--- src/rtl/reorder_buffer_pkg.sv ---
// Shared sizing parameters and entry layout for the banked reorder buffer.
package reorder_buffer_pkg;
  localparam int DISPATCH_WIDTH       = 2;
  localparam int ROB_ADDR_WIDTH       = 3;
  localparam int PHYS_REGS_ADDR_WIDTH = 6;
  localparam int ROB_ROWS             = 2 ** ROB_ADDR_WIDTH;

  typedef struct packed {
    logic                            valid;
    logic                            done;
    logic [PHYS_REGS_ADDR_WIDTH-1:0] phys_rd;
    logic [4:0]                      arch_rd;
  } rob_entry_t;
endpackage

--- src/rtl/reorder_buffer_rob_bank.sv ---
// One bank of the reorder buffer: ROB_ROWS entries, a dispatch write port,
// DISPATCH_WIDTH writeback done-set ports and a head-row read/clear port.
module rob_bank
  import reorder_buffer_pkg::*;
#(
  parameter int BANK = 0
) (
  input  logic                            clk,
  input  logic                            rst_n,
  input  logic                            wr_en,
  input  logic [ROB_ADDR_WIDTH-1:0]       wr_addr,
  input  logic                            wr_valid,
  input  logic [PHYS_REGS_ADDR_WIDTH-1:0] wr_phys_rd,
  input  logic [4:0]                      wr_arch_rd,
  input  logic                            wb_en   [0:DISPATCH_WIDTH-1],
  input  logic [ROB_ADDR_WIDTH-1:0]       wb_addr [0:DISPATCH_WIDTH-1],
  input  logic [DISPATCH_WIDTH-1:0]       wb_bank [0:DISPATCH_WIDTH-1],
  input  logic                            clr_en,
  input  logic [ROB_ADDR_WIDTH-1:0]       rd_addr,
  output rob_entry_t                      rd_entry
);
  logic [ROB_ROWS-1:0]             valid_q;
  logic [ROB_ROWS-1:0]             done_q;
  logic [PHYS_REGS_ADDR_WIDTH-1:0] phys_q [0:ROB_ROWS-1];
  logic [4:0]                      arch_q [0:ROB_ROWS-1];

  // Later assignments win: a retiring row is cleared even if written back again.
  always_ff @(posedge clk or negedge rst_n) begin
    if (!rst_n) begin
      valid_q <= '0;
      done_q  <= '0;
    end else begin
      for (int p = 0; p < DISPATCH_WIDTH; p++) begin
        if (wb_en[p] && wb_bank[p][BANK] && valid_q[wb_addr[p]]) begin
          done_q[wb_addr[p]] <= 1'b1;
        end
      end
      if (clr_en) begin
        valid_q[rd_addr] <= 1'b0;
        done_q[rd_addr]  <= 1'b0;
      end
      if (wr_en) begin
        valid_q[wr_addr] <= wr_valid;
        done_q[wr_addr]  <= 1'b0;
      end
    end
  end

  always_ff @(posedge clk) begin
    if (wr_en) begin
      phys_q[wr_addr] <= wr_phys_rd;
      arch_q[wr_addr] <= wr_arch_rd;
    end
  end

  assign rd_entry.valid   = valid_q[rd_addr];
  assign rd_entry.done    = done_q[rd_addr];
  assign rd_entry.phys_rd = phys_q[rd_addr];
  assign rd_entry.arch_rd = arch_q[rd_addr];
endmodule

--- src/rtl/reorder_buffer.sv ---
// In-order banked reorder buffer: row allocation, writeback tracking, head-row retire.
// Define ROB_WB_BYPASS_EN to let same-cycle writebacks make the head row eligible.
module reorder_buffer
  import reorder_buffer_pkg::*;
(
  input  logic                            clk,
  input  logic                            rst_n,
  input  logic                            dispatch_en        [0:DISPATCH_WIDTH-1],
  input  logic [PHYS_REGS_ADDR_WIDTH-1:0] dispatch_phys_rd   [0:DISPATCH_WIDTH-1],
  input  logic [4:0]                      dispatch_arch_rd   [0:DISPATCH_WIDTH-1],
  output logic [ROB_ADDR_WIDTH-1:0]       dispatch_rob_addr  [0:DISPATCH_WIDTH-1],
  output logic [DISPATCH_WIDTH-1:0]       dispatch_bank_addr [0:DISPATCH_WIDTH-1],
  output logic                            full,
  output logic                            empty,
  input  logic                            writeback_en        [0:DISPATCH_WIDTH-1],
  input  logic [ROB_ADDR_WIDTH-1:0]       writeback_rob_addr  [0:DISPATCH_WIDTH-1],
  input  logic [DISPATCH_WIDTH-1:0]       writeback_bank_addr [0:DISPATCH_WIDTH-1],
  output logic                            commit_en      [0:DISPATCH_WIDTH-1],
  output logic [PHYS_REGS_ADDR_WIDTH-1:0] commit_phys_rd [0:DISPATCH_WIDTH-1],
  output logic [4:0]                      commit_arch_rd [0:DISPATCH_WIDTH-1]
);
  localparam int AW = ROB_ADDR_WIDTH;

  logic [AW:0]               head_q, head_d, tail_q, tail_d;
  logic [AW-1:0]             head_idx, tail_idx;
  logic                      dispatch_any, do_dispatch, row_ready, do_commit;
  logic [DISPATCH_WIDTH-1:0] wb_hit;
  rob_entry_t                head_entry [0:DISPATCH_WIDTH-1];

  assign head_idx = head_q[AW-1:0];
  assign tail_idx = tail_q[AW-1:0];
  assign full     = (head_idx == tail_idx) && (head_q[AW] != tail_q[AW]);
  assign empty    = (head_q == tail_q);

  always_comb begin
    dispatch_any = 1'b0;
    for (int i = 0; i < DISPATCH_WIDTH; i++) dispatch_any = dispatch_any | dispatch_en[i];
  end
  assign do_dispatch = dispatch_any && !full;

`ifdef ROB_WB_BYPASS_EN
  always_comb begin
    wb_hit = '0;
    for (int b = 0; b < DISPATCH_WIDTH; b++) begin
      for (int p = 0; p < DISPATCH_WIDTH; p++) begin
        if (writeback_en[p] && (writeback_rob_addr[p] == head_idx) && writeback_bank_addr[p][b]) begin
          wb_hit[b] = 1'b1;
        end
      end
    end
  end
`else
  assign wb_hit = '0;
`endif

  always_comb begin
    row_ready = 1'b1;
    for (int b = 0; b < DISPATCH_WIDTH; b++) begin
      if (head_entry[b].valid && !(head_entry[b].done || wb_hit[b])) row_ready = 1'b0;
    end
  end
  assign do_commit = !empty && row_ready;

  assign head_d = head_q + (AW+1)'(do_commit);
  assign tail_d = tail_q + (AW+1)'(do_dispatch);

  always_ff @(posedge clk or negedge rst_n) begin
    if (!rst_n) begin
      head_q <= '0;
      tail_q <= '0;
    end else begin
      head_q <= head_d;
      tail_q <= tail_d;
    end
  end

  for (genvar b = 0; b < DISPATCH_WIDTH; b++) begin : g_bank
    rob_bank #(.BANK(b)) u_bank (
      .clk        (clk),
      .rst_n      (rst_n),
      .wr_en      (do_dispatch),
      .wr_addr    (tail_idx),
      .wr_valid   (dispatch_en[b]),
      .wr_phys_rd (dispatch_phys_rd[b]),
      .wr_arch_rd (dispatch_arch_rd[b]),
      .wb_en      (writeback_en),
      .wb_addr    (writeback_rob_addr),
      .wb_bank    (writeback_bank_addr),
      .clr_en     (do_commit),
      .rd_addr    (head_idx),
      .rd_entry   (head_entry[b])
    );

    assign dispatch_rob_addr[b]  = tail_idx;
    assign dispatch_bank_addr[b] = DISPATCH_WIDTH'(1) << b;
    assign commit_en[b]          = do_commit && head_entry[b].valid;
    assign commit_phys_rd[b]     = head_entry[b].phys_rd;
    assign commit_arch_rd[b]     = head_entry[b].arch_rd;
  end
endmodule
--- config.mk ---
export PLATFORM = sky130hd
export DESIGN_NAME = reorder_buffer
export DESIGN_NICKNAME = d
export VERILOG_FILES = /design/src/rtl/reorder_buffer_pkg.sv /design/src/rtl/reorder_buffer_rob_bank.sv /design/src/rtl/reorder_buffer.sv
export SDC_FILE = /design/constraint.sdc
export NUM_CORES = 1
export LEC_CHECK = 0
export CORE_UTILIZATION = 50
export DETAILED_ROUTE_END_ITERATION = 6
export GPL_TIMING_DRIVEN = 0
export PLACE_DENSITY = 0.79
export SETUP_SLACK_MARGIN = 0.1
export SLEW_MARGIN = 20
export SYNTH_ARGS = -nofsm -noshare
export SYNTH_HDL_FRONTEND = slang
export SYNTH_SLANG_ARGS = --single-unit
--- constraint.sdc ---
create_clock -name clk -period 6.3 [get_ports clk]
set_input_delay 1.26 -clock clk [delete_from_list [all_inputs] [get_ports clk]]
set_output_delay 1.26 -clock clk [all_outputs]
set_load 0.05 [all_outputs]
; ---- After elaboration in Yosys (flattened, before gate mapping)
; Memory sizes are Yosys's and may differ from the RTL's.
; Cells that the tools add are included.
[totals]
regBits = 40
latchBits = 0
ram_bits = 176
romBits = 0
input_bits = 38
word_cells = 101
mem_count = 4
[op_classes]
add_sub_neg = 2
mul = 0
div = 0
n_lt_le_gt_ge = 8
eq_ne = 3
n_shift = 0
muxes = 42
bitwise_logic = 13
reduce_logical = 23
[memory_table]
columns = name, depth, word_bits, rd, rd_ports_with_merged_regs, write_ports, line
row1 = g_bank[0].u_bank.phys_q, 8, 6, 1, 0, 1, reorder_buffer_rob_bank.sv:24  ; logic [PHYS_REGS_ADDR_WIDTH-1:0] phys_q [0:ROB_ROWS-1];
row2 = g_bank[1].u_bank.phys_q, 8, 6, 1, 0, 1, reorder_buffer_rob_bank.sv:24
row3 = g_bank[0].u_bank.arch_q, 8, 5, 1, 0, 1, reorder_buffer_rob_bank.sv:25  ; logic [4:0] arch_q [0:ROB_ROWS-1];
row4 = g_bank[1].u_bank.arch_q, 8, 5, 1, 0, 1, reorder_buffer_rob_bank.sv:25
[op_table]
columns = cell, n
row1 = $mux 8, 12
row2 = $and 8x8->8, 6
row3 = $or 8x8->8, 4
row4 = $bmux 1 s3, 8
row5 = $logic_and 1x1->1, 19
row6 = $bwmux 8, 2
row7 = $lt 3x4->1 const B, 4
row8 = $mux 1, 16
row9 = $not 8->8, 2
row10 = $demux 1 s3, 4
row11 = $ge 3x1->1 const B, 4
row12 = $add 4x1->4, 2
row13 = $eq 4x4->1, 1
row14 = $logic_not 1->1, 4
row15 = $eq 3x3->1, 1
row16 = $ne 1x1->1, 1
row17 = $or 1x1->1, 1

; ---- Depth between registers and ports, before layout
[logic_depth]
word_depth = 12
ltp_mapped = 10
depth_no_buf = 7

; ---- Cells and area by module
; From an unflattened synthesis, not the netlist that was laid out.
[hier_totals]
cells_unflattened = 500
hier_area_um2 = 9347.7
[modules_own_cells]
columns = mod, instances, cells_per_inst, area_per_inst_um2
row1 = rob_bank at g_bank[0].u_bank, 1, 236, 4434.3
row2 = rob_bank at g_bank[1].u_bank, 1, 219, 4399.2
row3 = reorder_buffer, 1, 45, 514.2

; ---- Worst setup path before layout
; Ideal clock, no wire load.
[synth_path]
kind = input to register
from = input dispatch_en[1] (netlist name)
to = register g_bank[0].u_bank.valid_q[2]
setup_ns = 0.274
arrival_ns = 4.924
t_required_ns = 6.026
slack_ns = 1.102
cell_stages = 5
path_cell_list = clkbuf_1 -> nor2_1 -> a41o_1 -> nor4b_1 -> o21ai_0
[synth_between]
elab_chain_cells = 3
[synth_rtl]
columns = element, line
row1 = "start, declared", reorder_buffer.sv:8  ; input logic dispatch_en [0:DISPATCH_WIDTH-1],
row2 = $or 1x1->1, reorder_buffer.sv:37  ; for (int i = 0; i < DISPATCH_WIDTH; i++) dispatch_any = dispatch_any | dispatch_en[i];
row3 = $logic_and 1x1->1, reorder_buffer.sv:39  ; assign do_dispatch = dispatch_any && !full;
row4 = $mux 8 (*), reorder_buffer_rob_bank.sv:42  ; if (wr_en) begin
row5 = "end signal, assigned by index", reorder_buffer_rob_bank.sv:43  ; valid_q[wr_addr] <= wr_valid;
row6 = "end, declared", reorder_buffer_rob_bank.sv:22  ; logic [ROB_ROWS-1:0] valid_q;
; Mark *: on every way between the ends. The rest lies on a longest branch, timed or not.

==> reports/metrics.cfg <==
[run_status]
status=finished, final reports clean

[global_route]
grt-ovfl-total=0
track_usage_pct=25.9
met2_usage_pct=41.9
grt_pass1_wl_um=35300
busiest_layer=met2
grt_max_degree=27
grt_pass1_vias=6114
grtUsageMet1_pct=35.6
antenna_found_initial=0
grt_use_met3_pct=3.95

[timing]
min_period_over_period_pct=83.6
finalHoldViolCount=0
fmax_mhz=190
fin_skew_ns=0.0133
slew_violations=0
max-slew-margin-rel_pct=47.0
rsz0062_at_grt=false
setup_tns_ns=0
setup_viol=0
min_period_ns=5.26
worst_pin_slew_ns=0.792

[synth]
netlist.area_leader.share_pct=58.7
syn_area_um2=9000
synth_seq_area_share_pct=69.9
yosysWarnings=0
yosys.area_share.simple_pct=6.77
synth_top_family_by_area=compound AO/OA/AOI/OAI gates
yosys-top-cells-area=edfxtp_1, dfrtp_1, a22oi_1, mux2i_1, mux4_2
synth_mux_area_share_pct=5.17
synth_ff_type=edfxtp_1
ys_seq_elements=216
synth_fa_ha_area_share_pct=0.556
synth_compound_gate_area_share_pct=13.5
synth.largest_area_cell=edfxtp_1
syn_avg_cell_area_um2=15.1
synth_cells=594
ys_types=64
ys_async_sr_fraction_pct=18.5
synthXorXnorAreaFrac_pct=0.779
synth_edf_count=176

[clock_tree]
clock_latency_ns=0.52
cts_setup_buffers=0
cts_tree=done
cts.repair.resized=0
postCtsHoldBufs=0
cts_sinks=216
cts_root_buffer=clkbuf_16
clockBufferDepth=3
numCtsBuffers=22
clk_pin_slew_ns=0.06
htree_levels=1

[routing]
first_pass_iters=5
dr_total_vias=5957
drt_iter0_drc=694
wl_um=23000
wl_per_cell_um=24.4
drc_errors=0
via_per_inst=6.31
ant_nets=0

[final_layout]
area_delta_synth_final_pct=20.8
nNetsFinal=745
layout-drive-gt1-share_pct=13.9
n_antenna_cell=0
final_common_cell=edfxtp_1
fillers=1278
final_cell_mix=edfxtp_1, a22oi_1, clkdlybuf4s50_1, dfrtp_1, clkbuf_1
post-route-util_pct=62.4

[min_path]
holdCritPathClass=register to register

[critical_path]
arrival_ns=4.00
worstPathMaxFanout=10
crit_path_end_kind=output pin
cp-start-kind=register
critPathKind=register to output pin
worst_ep_required_time_ns=5.04

[floorplan]
rows=48
die_w_um=136
pin_count=74
die_h_um=136
start_util_pct=51.7
core_area_um2=17400
die-area_um2=18500

[placed_design]
dp_hpwl_um=15300
portBuffers=64
gp_congestion=0.859

[power_and_ir_drop]
p_per_area_nw_per_um2=582
max-vdd-ir-drop_mv=0.555
p_leak_uw=0.00373

[flow_run]
cap_violations=0

metal layers:
metal  part of all wire, %  vias up  wire [um]
met3                   7.9       56       1810
met2                    49      313      11200
li1                      -     2604          -
met4                   3.0        0        680
met1                    40     2984       9290
met5                     0        -          0
cell usage after synthesis (all sizes together) (13+ instances only):
master,number
nand2,19
a21oi,15
nand4,18
clkbuf,28
buf,23
a22oi,72
dfrtp,40
a211oi,18
mux2i,24
edfxtp,176
nand3,15
nor2,13
report_power, final:
part	internal, uW	switching [uW]	total (uW)
logic	1010	1960	2960
registers	1950	182	2130
clock network	705	530	1240
total	3660	2670	6330
sequential cells by signal, summed over array words and instances (netlist names):
| name | flops |
|---|---|
| g_bank.u_bank.arch_q | 80 |
| g_bank.u_bank.done_q | 16 |
| g_bank.u_bank.phys_q | 96 |
| g_bank.u_bank.valid_q | 16 |
| head_q | 4 |
| tail_q | 4 |
per-stage QoR:
stage	std cells	instance area (um2)	power (uW)	hold slack, ns	setup slack [ns]
after floorplan	596	9000	4030	0.465	1.10
after global placement	885	9930	4940	0.484	-1.97
after detailed placement	904	10200	5090	0.486	1.57
after CTS	944	10900	6330	0.507	0.981
after global routing	944	10900	6590	0.528	0.802
final	944	10900	6330	0.508	1.04
area by class of cell:
cell class	instances	area [um2]	area share (%)
tap	225	282	2.59
clock buffer	35	641	5.89
sequential	216	6290	57.8
inverter	9	33.8	0.311
clock inverter	5	55.1	0.506
multi-input combinational	320	2460	22.6
timing repair buffer	83	853	7.85
buffer	51	260	2.39
path summary, 6_finish.rpt:
check                           from                         end  slack (ns)  cells past startpoint
max in group asynchronous      rst_n  g_bank[0].u_bank.done_q[1]        5.04                      2
min reg2reg                tail_q[3]                   tail_q[3]        0.51                      1
max reg2reg                head_q[1]                   head_q[2]        3.26                      9
min                        tail_q[3]                   tail_q[3]        0.51                      1
min in group asynchronous      rst_n  g_bank[1].u_bank.done_q[1]        0.74                      1
max                        head_q[0]           commit_phys_rd[9]        1.04                      8
cell families after synthesis:
logic type | after synthesis
mux | 37
flops | 216
simple gates | 105
fa+ha+maj | 4
other cells | 2
buf+inv | 60
xor+xnor | 8
compound gates | 162
worst max-delay path, cell delays in order (launching register included):
cell and delay, ns:
dfrtp_1 0.39, buf_6 0.16, clkbuf_1 0.23, nor3b_1 0.33, clkbuf_1 0.58, buf_1 0.58
a22oi_1 0.21, nand4_1 0.18, clkdlybuf4s50_1 0.82
Note: power is estimated with default switching activity, not from simulation.
